**config.mk**
```make
export PLATFORM = sky130hd
export DESIGN_NAME = hub75_rx
export DESIGN_NICKNAME = d
export VERILOG_FILES = /design/src/rtl/hub75_rx.sv
export SDC_FILE = /design/constraint.sdc
export NUM_CORES = 1
export LEC_CHECK = 0
export CORE_UTILIZATION = 40
export DETAILED_ROUTE_END_ITERATION = 7
export HOLD_SLACK_MARGIN = 0.08
export PLACE_DENSITY = 0.67
export SYNTH_ARGS = -nofsm -noshare
export SYNTH_HDL_FRONTEND = slang
export SYNTH_SLANG_ARGS = --single-unit
export TNS_END_PERCENT = 10
```
**constraint.sdc**
```tcl
create_clock -name clk -period 3.3 [get_ports clk]
set_clock_uncertainty 0.2 [all_clocks]
set_input_delay 0.33 -clock clk [delete_from_list [all_inputs] [get_ports clk]]
set_output_delay 0.33 -clock clk [all_outputs]
set_load 0.1 [all_outputs]
```
**src/rtl/hub75_rx.sv**
```systemverilog
// HUB75 panel-bus receiver: pixel beats, line latches and OE display intervals.
// Define HUB75_RX_SYNC_EN to add two-flop input synchronizers (latency 4 clk instead of 2).
module hub75_rx #(
  parameter int vpixel_p   = 64,
  parameter int hpixel_p   = 64,
  parameter int segments_p = 2,
  parameter int bpp_p      = 8
) (
  input  logic                                  clk,
  input  logic                                  rst,
  input  logic                                  i_en,
  input  logic                                  i_hub_clk,
  input  logic                                  i_hub_lat,
  input  logic                                  i_hub_oe_n,
  input  logic [$clog2(vpixel_p/segments_p)-1:0] i_hub_addr,
  input  logic [3*segments_p-1:0]               i_hub_rgb,
  output logic                                  o_pix_valid,
  output logic [$clog2(hpixel_p)-1:0]           o_pix_col,
  output logic [3*segments_p-1:0]               o_pix_rgb,
  output logic                                  o_line_valid,
  output logic [$clog2(vpixel_p/segments_p)-1:0] o_line_row,
  output logic [$clog2(hpixel_p):0]             o_line_len,
  output logic                                  o_line_err,
  output logic                                  o_oe_valid,
  output logic [$clog2(vpixel_p/segments_p)-1:0] o_oe_row,
  output logic [2*bpp_p-1:0]                    o_oe_cycles,
  output logic                                  o_oe_sat
);

  localparam int AW = $clog2(vpixel_p/segments_p);
  localparam int CW = $clog2(hpixel_p);
  localparam int LW = CW + 1;
  localparam int DW = 3*segments_p;
  localparam int OW = 2*bpp_p;
  localparam logic [LW-1:0] HPIX = LW'(hpixel_p);
  localparam logic [2:0] CTL_IDLE = 3'b100; // {oe_n, lat, clk} bus-idle levels

  logic [2:0]    ctl_in;
  logic [AW-1:0] addr_in;
  logic [DW-1:0] rgb_in;

`ifdef HUB75_RX_SYNC_EN
  logic [2:0]    ctl_m_q, ctl_y_q;
  logic [AW-1:0] addr_m_q, addr_y_q;
  logic [DW-1:0] rgb_m_q, rgb_y_q;

  always_ff @(posedge clk or posedge rst) begin
    if (rst) begin
      ctl_m_q  <= CTL_IDLE;
      ctl_y_q  <= CTL_IDLE;
      addr_m_q <= '0;
      addr_y_q <= '0;
      rgb_m_q  <= '0;
      rgb_y_q  <= '0;
    end else begin
      ctl_m_q  <= {i_hub_oe_n, i_hub_lat, i_hub_clk};
      ctl_y_q  <= ctl_m_q;
      addr_m_q <= i_hub_addr;
      addr_y_q <= addr_m_q;
      rgb_m_q  <= i_hub_rgb;
      rgb_y_q  <= rgb_m_q;
    end
  end

  assign ctl_in  = ctl_y_q;
  assign addr_in = addr_y_q;
  assign rgb_in  = rgb_y_q;
`else
  assign ctl_in  = {i_hub_oe_n, i_hub_lat, i_hub_clk};
  assign addr_in = i_hub_addr;
  assign rgb_in  = i_hub_rgb;
`endif

  logic [2:0]    s_ctl_q, p_ctl_q;
  logic [AW-1:0] s_addr_q;
  logic [DW-1:0] s_rgb_q;

  always_ff @(posedge clk or posedge rst) begin
    if (rst) begin
      s_ctl_q  <= CTL_IDLE;
      p_ctl_q  <= CTL_IDLE;
      s_addr_q <= '0;
      s_rgb_q  <= '0;
    end else begin
      s_ctl_q  <= ctl_in;
      p_ctl_q  <= s_ctl_q;
      s_addr_q <= addr_in;
      s_rgb_q  <= rgb_in;
    end
  end

  logic clk_rise, lat_rise, oe_fall, oe_rise;
  assign clk_rise = s_ctl_q[0] & ~p_ctl_q[0];
  assign lat_rise = s_ctl_q[1] & ~p_ctl_q[1];
  assign oe_fall  = ~s_ctl_q[2] & p_ctl_q[2];
  assign oe_rise  = s_ctl_q[2] & ~p_ctl_q[2];

  logic [LW-1:0] col_q, col_d;
  logic          ovf_q, ovf_d;
  logic          pix_valid_d, line_valid_d, line_err_d;
  logic [CW-1:0] pix_col_d;
  logic [DW-1:0] pix_rgb_d;
  logic [AW-1:0] line_row_d;
  logic [LW-1:0] line_len_d;

  // A shift coinciding with a latch is counted before the latch closes the line.
  always_comb begin
    col_d        = col_q;
    ovf_d        = ovf_q;
    pix_valid_d  = 1'b0;
    pix_col_d    = o_pix_col;
    pix_rgb_d    = o_pix_rgb;
    line_valid_d = 1'b0;
    line_row_d   = o_line_row;
    line_len_d   = o_line_len;
    line_err_d   = o_line_err;
    if (!i_en) begin
      col_d = '0;
      ovf_d = 1'b0;
    end else begin
      if (clk_rise) begin
        if (col_q < HPIX) begin
          pix_valid_d = 1'b1;
          pix_col_d   = col_q[CW-1:0];
          pix_rgb_d   = s_rgb_q;
          col_d       = col_q + LW'(1);
        end else begin
          ovf_d = 1'b1;
        end
      end
      if (lat_rise) begin
        line_valid_d = 1'b1;
        line_row_d   = s_addr_q;
        line_len_d   = col_d;
        line_err_d   = (col_d != HPIX) || ovf_d;
        col_d        = '0;
        ovf_d        = 1'b0;
      end
    end
  end

  always_ff @(posedge clk or posedge rst) begin
    if (rst) begin
      col_q        <= '0;
      ovf_q        <= 1'b0;
      o_pix_valid  <= 1'b0;
      o_pix_col    <= '0;
      o_pix_rgb    <= '0;
      o_line_valid <= 1'b0;
      o_line_row   <= '0;
      o_line_len   <= '0;
      o_line_err   <= 1'b0;
    end else begin
      col_q        <= col_d;
      ovf_q        <= ovf_d;
      o_pix_valid  <= pix_valid_d;
      o_pix_col    <= pix_col_d;
      o_pix_rgb    <= pix_rgb_d;
      o_line_valid <= line_valid_d;
      o_line_row   <= line_row_d;
      o_line_len   <= line_len_d;
      o_line_err   <= line_err_d;
    end
  end

  typedef enum logic [1:0] {IDLE, BLANK, ON} oe_state_e;
  oe_state_e     oe_state_q;
  logic [OW-1:0] oe_cnt_q;
  logic          oe_sat_q;
  logic [AW-1:0] oe_row_q;

  always_ff @(posedge clk or posedge rst) begin
    if (rst) begin
      oe_state_q  <= IDLE;
      oe_cnt_q    <= '0;
      oe_sat_q    <= 1'b0;
      oe_row_q    <= '0;
      o_oe_valid  <= 1'b0;
      o_oe_row    <= '0;
      o_oe_cycles <= '0;
      o_oe_sat    <= 1'b0;
    end else begin
      o_oe_valid <= 1'b0;
      if (!i_en) begin
        oe_state_q <= IDLE;
        oe_cnt_q   <= '0;
        oe_sat_q   <= 1'b0;
      end else begin
        case (oe_state_q)
          IDLE: oe_state_q <= BLANK;
          BLANK: begin
            if (oe_fall) begin
              oe_state_q <= ON;
              oe_row_q   <= s_addr_q;
              oe_cnt_q   <= OW'(1);
              oe_sat_q   <= 1'b0;
            end
          end
          ON: begin
            if (oe_rise) begin
              oe_state_q  <= BLANK;
              o_oe_valid  <= 1'b1;
              o_oe_row    <= oe_row_q;
              o_oe_cycles <= oe_cnt_q;
              o_oe_sat    <= oe_sat_q;
            end else if (&oe_cnt_q) begin
              oe_sat_q <= 1'b1;
            end else begin
              oe_cnt_q <= oe_cnt_q + OW'(1);
            end
          end
          default: oe_state_q <= IDLE;
        endcase
      end
    end
  end

endmodule

```
==> impl_metrics.tcl, run 1 <==
set metrics [dict create \
    status "completed" \
    cts_resized 0 \
    cts_made_buffers 9 \
    wl_per_cell_um 14.0 \
    ios 67 \
    grt_util_all_layers_pct 16.1 \
    power_density_nw_per_um2 511 \
    clk_latency_ns 0.37 \
    synth_cell_types 50 \
    cap_violations 0 \
    ir_worst_vdd_mv 0.371 \
    path_cells "clkdlybuf4s50_1" \
    drc_errors 0 \
    synth_top_area_cell "dfrtp_1" \
    post_cts_buffers 0 \
    setup_viol 0 \
    p_leak_nw 2.16 \
    setup-tns-final_ns 0 \
    area_delta_synth_final_pct 24.4 \
    routabilityCongestion 0.769 \
    grt_max_degree 53 \
    layout-drive-gt1-share_pct 17.8 \
    fp.dieH_um 102 \
    hold_class "reg2reg" \
    place_worst_setup_slack_ns 0.959 \
    slowest_delay_ns 1.15 \
    synth_nets 339 \
    cp-end-kind "output pin" \
    layout.nets 408 \
    ys_async_sr_fraction_pct 100 \
    final_cell_mix "dfrtp_1, clkdlybuf4s50_1, nand2_1" \
    via_count 2616 \
    maxClockFrequency_mhz 409 \
    instances_no_fill 527 \
    arrival_ns 1.92 \
    clkSinkCount 99 \
    wl_um 7400 \
    slew_viol_final 0 \
    root_buffer "clkbuf_8" \
    crit_buf_inv 1 \
    critPathSlowestCell "clkdlybuf4s50_1" \
    grt_pass1_wl_um 12700 \
    syn_avg_cell_area_um2 12.5 \
    clk_pin_slew_worst_paths_ns 0.09 \
    overflow 0 \
    power.share.sequential_pct 52.0 \
    cts.htree.levels 3 \
    power.switching_w 0.000845 \
    hold_ws_ns 0.181 \
    fin_total_pwr_w 0.00254 \
    fp.dieW_um 102 \
    die-area_um2 10400 \
    yosysSeqAreaShare_pct 62.2 \
    via_per_inst 4.96 \
    crit_type "reg2out" \
    rows 36 \
    synth_edf_count 0 \
    rsz0062_at_grt "false" \
    synth_ff_type "dfrtp_1" \
    p_sw_share_pct 33.3 \
    cell_internal_pwr_w 0.00169 \
    ys_ff_latch 99 \
    n_antenna_cell 0 \
    cpLargestDelayFamily "buffers and inverters" \
    worst_pin_slew_ns 0.988 \
    cp.required_ns 2.77 \
    syn_area_um2 3990 \
    relSlewSlack_pct 33.9 \
    synth_top_area_share_pct 60.9 \
    start_util_pct 41.0 \
    clockBufferDepth 2 \
    layout_setup_ws_ns 0.853 \
    coreArea_um2 9730 \
    num-fill-cells 897 \
    cts_tree "built" \
    synth_area_leaders "dfrtp_1, mux2_2, nand2_1" \
    grt_pass1_vias 2612 \
    final_common_cell "dfrtp_1" \
    io_buffers 66 \
    antenna_found_initial 0 \
    cp-start-kind "flip-flop" \
    finalHoldViolCount 0 \
    yosysWarnings 0 \
    drt_iter0_drc 81 \
    min_period_ns 2.45 \
    hpwlAfterDp_um 5130 \
    path_max_fanout 2 \
    cts_hold_buf 0 \
    syn_inst 320 \
    antenna_left 0 \
    firstDrtPassIters 4 \
    placed_cells 511 \
    timing.final.crit_share_pct 74.1 \
    pwr-share-comb_pct 19.6 \
    p_clk_share_pct 28.4 \
]
[final timing paths]
| path | slack, ns | cells past startpoint | end | from |
|---|---|---|---|---|
| hold reg to reg | 0.18 | 0 | p_ctl_q[1] | s_ctl_q[1] |
| setup reg to reg | 1.09 | 6 | oe_cnt_q[0] | oe_cnt_q[0] |
| max in group asynchronous | 1.97 | 3 | s_ctl_q[2] | rst |
| setup / recovery | 0.85 | 1 | o_line_err | o_line_err |
| min in group asynchronous | 0.20 | 2 | o_oe_cycles[12] | rst |
| hold / removal | 0.18 | 0 | p_ctl_q[1] | s_ctl_q[1] |
[cells by family after synthesis]
| group | after synthesis | share of synthesized area (%) |
|---|---|---|
| flip-flops | 99 | 62.2 |
| AND/OR/NAND/NOR | 105 | 14.2 |
| multiplexers | 40 | 11.3 |
| buffers and inverters | 22 | 2.79 |
| AO/OA/AOI/OAI | 41 | 6.56 |
| adder cells (fa/ha/maj) | 2 | 0.627 |
| XOR/XNOR | 11 | 2.42 |
[synthesized netlist by cell type, types with 3 or more instances]
cell type / instances
or3_1: 4
nor2_1: 22
clkbuf_1: 4
o21ai_0: 8
inv_1: 9
nand2_1: 34
nor3_1: 4
nand4_1: 4
buf_4: 3
mux2_2: 31
nand3_1: 10
xor2_1: 4
dfrtp_1: 97
a21oi_1: 10
xnor2_1: 7
and3_1: 4
mux2_1: 8
o21ai_1: 11
[sequential cells by signal, summed over array words and instances (netlist names), 2 cells and up]
name and count:
oe_state_q 2, oe_row_q 5, o_line_row 5, p_ctl_q 3, col_q 7, s_ctl_q 3, o_oe_cycles 16, o_line_len 7
o_pix_col 6, oe_cnt_q 16, o_oe_row 5, s_rgb_q 6, s_addr_q 5, o_pix_rgb 6
[per-stage QoR]
step | cell area, um^2 | util, %
global route | 4960 | 51.0
CTS | 4960 | 51.0
finish | 4960 | 51.0
floorplan | 3990 | -
detailed placement | 4780 | 49.1
global placement | 4780 | 49.1
[final cells by class]
| type | instances | area (um^2) | share of cell area (%) |
|---|---|---|---|
| inverter | 11 | 43.8 | 0.883 |
| sequential | 99 | 2480 | 50.0 |
| clock buffer | 9 | 124 | 2.50 |
| multi-input combinational | 199 | 1400 | 28.2 |
| tap | 133 | 166 | 3.36 |
| timing repair buffer | 69 | 691 | 13.9 |
| clock inverter | 7 | 58.8 | 1.19 |
[power by group through the flow]
stage                     registers, W  logic (W)  clock network, W
final                          0.00132   0.000496          0.000720
after global routing           0.00133   0.000520          0.000800
after CTS                      0.00132   0.000502          0.000753
after detailed placement       0.00134   0.000501                 0
after global placement         0.00134   0.000496                 0
after floorplan                0.00161   0.000105                 0
[metal layers]
layer | vias to the layer above | part of all wire [%] | global-route usage [%]
met1 | 1301 | 48 | 22.4
met5 | - | 0 | 0
met3 | 9 | 3.7 | 4.72
met4 | 0 | 1.1 | 5.60
met2 | 52 | 47 | 24.3
li1 | 1254 | - | -
Note: power is estimated with default switching activity, not from simulation.
==> run 2: changes to the inputs <==
--- a/config.mk
+++ b/config.mk
@@ -8,7 +8,7 @@
 export CORE_UTILIZATION = 40
 export DETAILED_ROUTE_END_ITERATION = 7
 export HOLD_SLACK_MARGIN = 0.08
-export PLACE_DENSITY = 0.67
+export PLACE_DENSITY = 0.65
 export SYNTH_ARGS = -nofsm -noshare
 export SYNTH_HDL_FRONTEND = slang
 export SYNTH_SLANG_ARGS = --single-unit
==> constraint.sdc (replaced) <==
create_clock -name clk -period 2.3 [get_ports clk]
set_clock_uncertainty 0.2 [all_clocks]
set_input_delay 0.23 -clock clk [delete_from_list [all_inputs] [get_ports clk]]
set_output_delay 0.23 -clock clk [all_outputs]
set_load 0.1 [all_outputs]
==> run 2 against run 1 <==
  * Utilization down 0.12 points
  * Global-route usage down 0.65 points
  * Final area down 0.23%
  * Wire length down 0.31%
  * Clock power up 72%
  * Via count up 0.69%
  * Critical path type is now reg2reg
  * Largest cell class unchanged
==> impl_metrics.tcl, run 2 (synthesis results as in run 1) <==
set metrics [dict create \
    start_util_pct 41.0 \
    min_path_cells 1 \
    status "completed" \
    rows 36 \
    fin_total_pwr_w 0.00383 \
    cp-start-kind "flip-flop" \
    p_leak_nw 2.31 \
    maxClockFrequency_mhz 495 \
    min_to "s_rgb_q[3]" \
    layout-drive-gt1-share_pct 30.8 \
    post_cts_buffers 0 \
    cts_hold_buf 0 \
    clkSinkCount 99 \
    worstHoldStart "i_hub_rgb[3]" \
    r2r_cells 7 \
    min_period_ns 2.02 \
    fp.dieW_um 102 \
    overflow 0 \
    power_density_nw_per_um2 775 \
    dr_wl_met3_um 310 \
    path_max_fanout 13 \
    cap_violations 0 \
    via_count 2634 \
    cp.required_ns 2.40 \
    wl_per_cell_um 13.8 \
    via_per_inst 4.91 \
    critPathSlowestCell "or4_1" \
    hold_class "in2reg" \
    clk_latency_ns 0.36 \
    clk_pin_slew_worst_paths_ns 0.09 \
    area_delta_synth_final_pct 24.1 \
    cts_made_buffers 9 \
    crit_type "reg2reg" \
    n_antenna_cell 0 \
    relSlewSlack_pct 60.3 \
    worst_pin_slew_ns 0.592 \
    antenna_left 0 \
    setup_viol 0 \
    grt_pass1_vias 2578 \
    slew_viol_final 0 \
    ios 67 \
    coreArea_um2 9730 \
    fp.dieH_um 102 \
    layout.nets 417 \
    reg_top3 "o_oe_cycles: 16 flops, oe_cnt_q: 16 flops" \
    slowest_delay_ns 0.46 \
    r2r_slack_ns 0.28 \
    wl_um 7370 \
    final_common_cell "dfrtp_1" \
    rsz0062_at_grt "false" \
    cts.htree.levels 3 \
    final_cell_mix "dfrtp_1, buf_4, nand2_1" \
    drc_errors 0 \
    antenna_found_initial 0 \
    drt-met1-wl_um 3430 \
    finalHoldViolCount 0 \
    clockBufferDepth 2 \
    hold_ws_ns 0.101 \
    ir_worst_vdd_mv 0.283 \
    firstDrtPassIters 4 \
    drt_iter0_drc 70 \
    grt_util_all_layers_pct 15.5 \
    hpwlAfterDp_um 5110 \
    cts_tree "built" \
    num-fill-cells 892 \
    grt_max_degree 100 \
    placed_cells 520 \
    grt_pass1_wl_um 12300 \
    root_buffer "clkbuf_8" \
    r2r_end "oe_cnt_q[3]" \
    arrival_ns 2.12 \
    cts_resized 0 \
    wl_met2_um 3520 \
    routabilityCongestion 0.804 \
    setup-tns-final_ns 0 \
    die-area_um2 10400 \
    dr.max_layer_used "met4" \
    cp-end-kind "flip-flop" \
    timing.final.crit_share_pct 87.8 \
    io_buffers 66 \
    path_cells "ha_1, and4_1, nand3_1, o21ai_2, buf_4, or4_1, nand2_1" \
    instances_no_fill 536 \
    reg2reg_from "oe_cnt_q[0]" \
    post-route-util_pct 50.9 \
]
[run 2: changes by cell type in the layout (fill, tap and decap cells not counted)]
cell	delta
inv_6	-3
clkdlybuf4s50_1	-48
clkinv_4	-2
inv_4	-1
clkbuf_1	+3
bufinv_16	+2
clkbuf_8	+2
buf_4	+57
clkinvlp_4	-1
[run 2: cell type report]
class / instances / area, um^2 / share of cell area, %
clock inverter: 2 / 60.1 / 1.21
multi-input combinational: 199 / 1400 / 28.2
sequential: 99 / 2480 / 50.1
tap: 133 / 166 / 3.36
timing repair buffer: 78 / 638 / 12.9
inverter: 11 / 45.0 / 0.910
clock buffer: 14 / 163 / 3.29
[run 2: worst max path at each step]
stage,startpoint,end,depth (start not counted)
finish,oe_cnt_q[0],oe_cnt_q[3],7
global route,oe_cnt_q[0],oe_cnt_q[3],7
CTS,oe_cnt_q[0],oe_cnt_q[3],7
detailed placement,i_en,o_line_err,5
global placement,i_en,o_line_err,5
floorplan,oe_cnt_q[0],oe_cnt_q[2],7
[run 2: power by group]
group | switching (W) | total [W] | internal [W]
Clock | 0.000565 | 0.00124 | 0.000675
Sequential | 0.0000549 | 0.00189 | 0.00184
Combinational | 0.000532 | 0.000704 | 0.000171
[run 2: per-stage QoR]
stage | cell area, um^2 | setup WS, ns
final | 4950 | 0.280
after global routing | 4950 | 0.154
after CTS | 4950 | 0.270
after detailed placement | 4730 | 0.165
after global placement | 4730 | 0.240
after floorplan | 3990 | 0.398
[run 2: metal layers]
metal	vias to the layer above	track usage, %
met5	-	0
met4	0	6.92
met3	10	3.35
met2	50	24.7
met1	1313	20.4
li1	1261	-
[run 2: worst max-delay path: cells and delay by family (launching register included)]
family,cells,cell delay [ns]
simple gates,4,0.90
compound gates,1,0.09
flops,1,0.39
buf+inv,1,0.18
fa+ha+maj,1,0.22
==> run 3: changes to the inputs <==
==> constraint.sdc (replaced) <==
create_clock -name clk -period 2.3 [get_ports clk]
set_clock_uncertainty 0.2 [all_clocks]
set_input_delay 0.46 -clock clk [delete_from_list [all_inputs] [get_ports clk]]
set_output_delay 0.46 -clock clk [all_outputs]
set_load 0.1 [all_outputs]
==> run 3 against run 2 <==
  * Critical path depth decreased by 1
  * Sequential power about the same
  * Sequential share of layout area shrank 0.40 points
  * First-iteration DRC count is 2.9% lower
==> impl_metrics.tcl, run 3 (synthesis results as in run 1) <==
set metrics [dict create \
    timing.final.crit_share_pct 87.3 \
    worst_pin_slew_ns 0.589 \
    antenna_left 0 \
    layout-drive-gt1-share_pct 31.8 \
    final_common_cell "dfrtp_1" \
    slowest_delay_ns 0.45 \
    path_max_fanout 14 \
    num-fill-cells 892 \
    post-route-util_pct 51.3 \
    clockBufferDepth 2 \
    antenna_found_initial 0 \
    path_cells "ha_1, and4_1, nand3_1, o21ai_2, a221oi_2, a31o_1" \
    coreArea_um2 9730 \
    setup_viol 0 \
    layout_setup_ws_ns 0.292 \
    cp-start-kind "flip-flop" \
    place_worst_setup_slack_ns 0.0616 \
    relSlewSlack_pct 60.5 \
    power_density_nw_per_um2 773 \
    root_buffer "clkbuf_8" \
    hpwlAfterDp_um 5240 \
    layout.nets 420 \
    critPathSlowestCell "o21ai_2" \
    drc_errors 0 \
    area_delta_synth_final_pct 25.1 \
    crit_type "reg2reg" \
    grt_max_degree 100 \
    n_antenna_cell 0 \
    start_util_pct 41.0 \
    grt_pass1_wl_um 12700 \
    rsz0062_at_grt "false" \
    ios 67 \
    finalHoldViolCount 0 \
    cts_hold_buf 0 \
    wl_um 7490 \
    grt_pass1_vias 2598 \
    slew_viol_final 0 \
    ir_worst_vdd_mv 0.387 \
    die-area_um2 10400 \
    routabilityCongestion 0.793 \
    drt_iter0_drc 68 \
    io_buffers 66 \
    clkSinkCount 99 \
    r2r_cells 6 \
    cts_tree "built" \
    setup-tns-final_ns 0 \
    post_cts_buffers 0 \
    min_period_ns 2.01 \
    clk_pin_slew_worst_paths_ns 0.09 \
    maxClockFrequency_mhz 498 \
    cp.required_ns 2.35 \
    overflow 0 \
    hold_class "reg2reg" \
    fp.dieH_um 102 \
    cts_resized 0 \
    status "completed" \
    wl_per_cell_um 13.9 \
    cap_violations 0 \
    grt_util_all_layers_pct 16.3 \
    p_leak_nw 2.33 \
    min_path_cells 0 \
    via_count 2642 \
    firstDrtPassIters 4 \
    via_per_inst 4.90 \
    fp.dieW_um 102 \
    cts_made_buffers 9 \
    final_cell_mix "dfrtp_1, buf_4, nand2_1" \
    cp-end-kind "flip-flop" \
    arrival_ns 2.06 \
    clk_latency_ns 0.36 \
    rows 36 \
    cts.htree.levels 3 \
    reg_top3 "o_oe_cycles: 16 flops, oe_cnt_q: 16 flops" \
]
## run 3: cell count changes in the layout (fill, tap and decap cells not counted)
cell        change
buf_4           +2
clkbuf_1        -2
buf_12          +1
clkinv_2        +1
clkinvlp_4      +1
## run 3: path summary, 6_finish.rpt
kind                                        end   startpoint  slack (ns)
min in group asynchronous       o_oe_cycles[14]          rst        0.40
worst min-delay path                 p_ctl_q[1]   s_ctl_q[1]        0.19
worst max register to register      oe_cnt_q[0]  oe_cnt_q[0]        0.29
worst min register to register       p_ctl_q[1]   s_ctl_q[1]        0.19
worst max-delay path                oe_cnt_q[0]  oe_cnt_q[0]        0.29
max in group asynchronous            s_ctl_q[2]          rst        1.10
## run 3: critical path, delay by kind of cell, from the launching register on
kind,cells,cell delay [ns]
AO/OA/AOI/OAI,3,0.79
flip-flops,1,0.36
AND/OR/NAND/NOR,2,0.38
adder cells (fa/ha/maj),1,0.18
## run 3: power breakdown
group	switching [W]	internal [W]	total (W)
combinational	0.000536	0.000175	0.000711
clock	0.000588	0.000671	0.00126
sequential	0.0000510	0.00184	0.00189
total	0.00118	0.00268	0.00386
## run 3: layout make-up
cell class                 instances  area, um^2  share of cell area [%]
sequential                        99        2480                    49.7
multi-input combinational        199        1400                    28.0
timing repair buffer              81         673                    13.5
tap                              133         166                    3.34
clock buffer                      12         155                    3.11
clock inverter                     4        72.6                    1.45
inverter                          11        45.0                   0.903
## run 3: per-layer routing
| layer | vias to the layer above | GRT usage (%) | wire (um) |
|---|---|---|---|
| li1 | 1275 | - | - |
| met4 | 0 | 8.02 | 163 |
| met2 | 52 | 25.4 | 3540 |
| met5 | - | 0 | 0 |
| met3 | 13 | 3.90 | 321 |
| met1 | 1302 | 21.6 | 3470 |
## run 3: through the flow
stage | hold slack [ns] | area (um^2) | total power (W) | std cells
global route | 0.196 | 4990 | 0.00402 | 539
finish | 0.188 | 4990 | 0.00386 | 539
detailed placement | 0.168 | 4760 | 0.00264 | 523
floorplan | 0.154 | 3990 | 0.00246 | 320
global placement | 0.161 | 4760 | 0.00263 | 523
CTS | 0.190 | 4990 | 0.00390 | 539
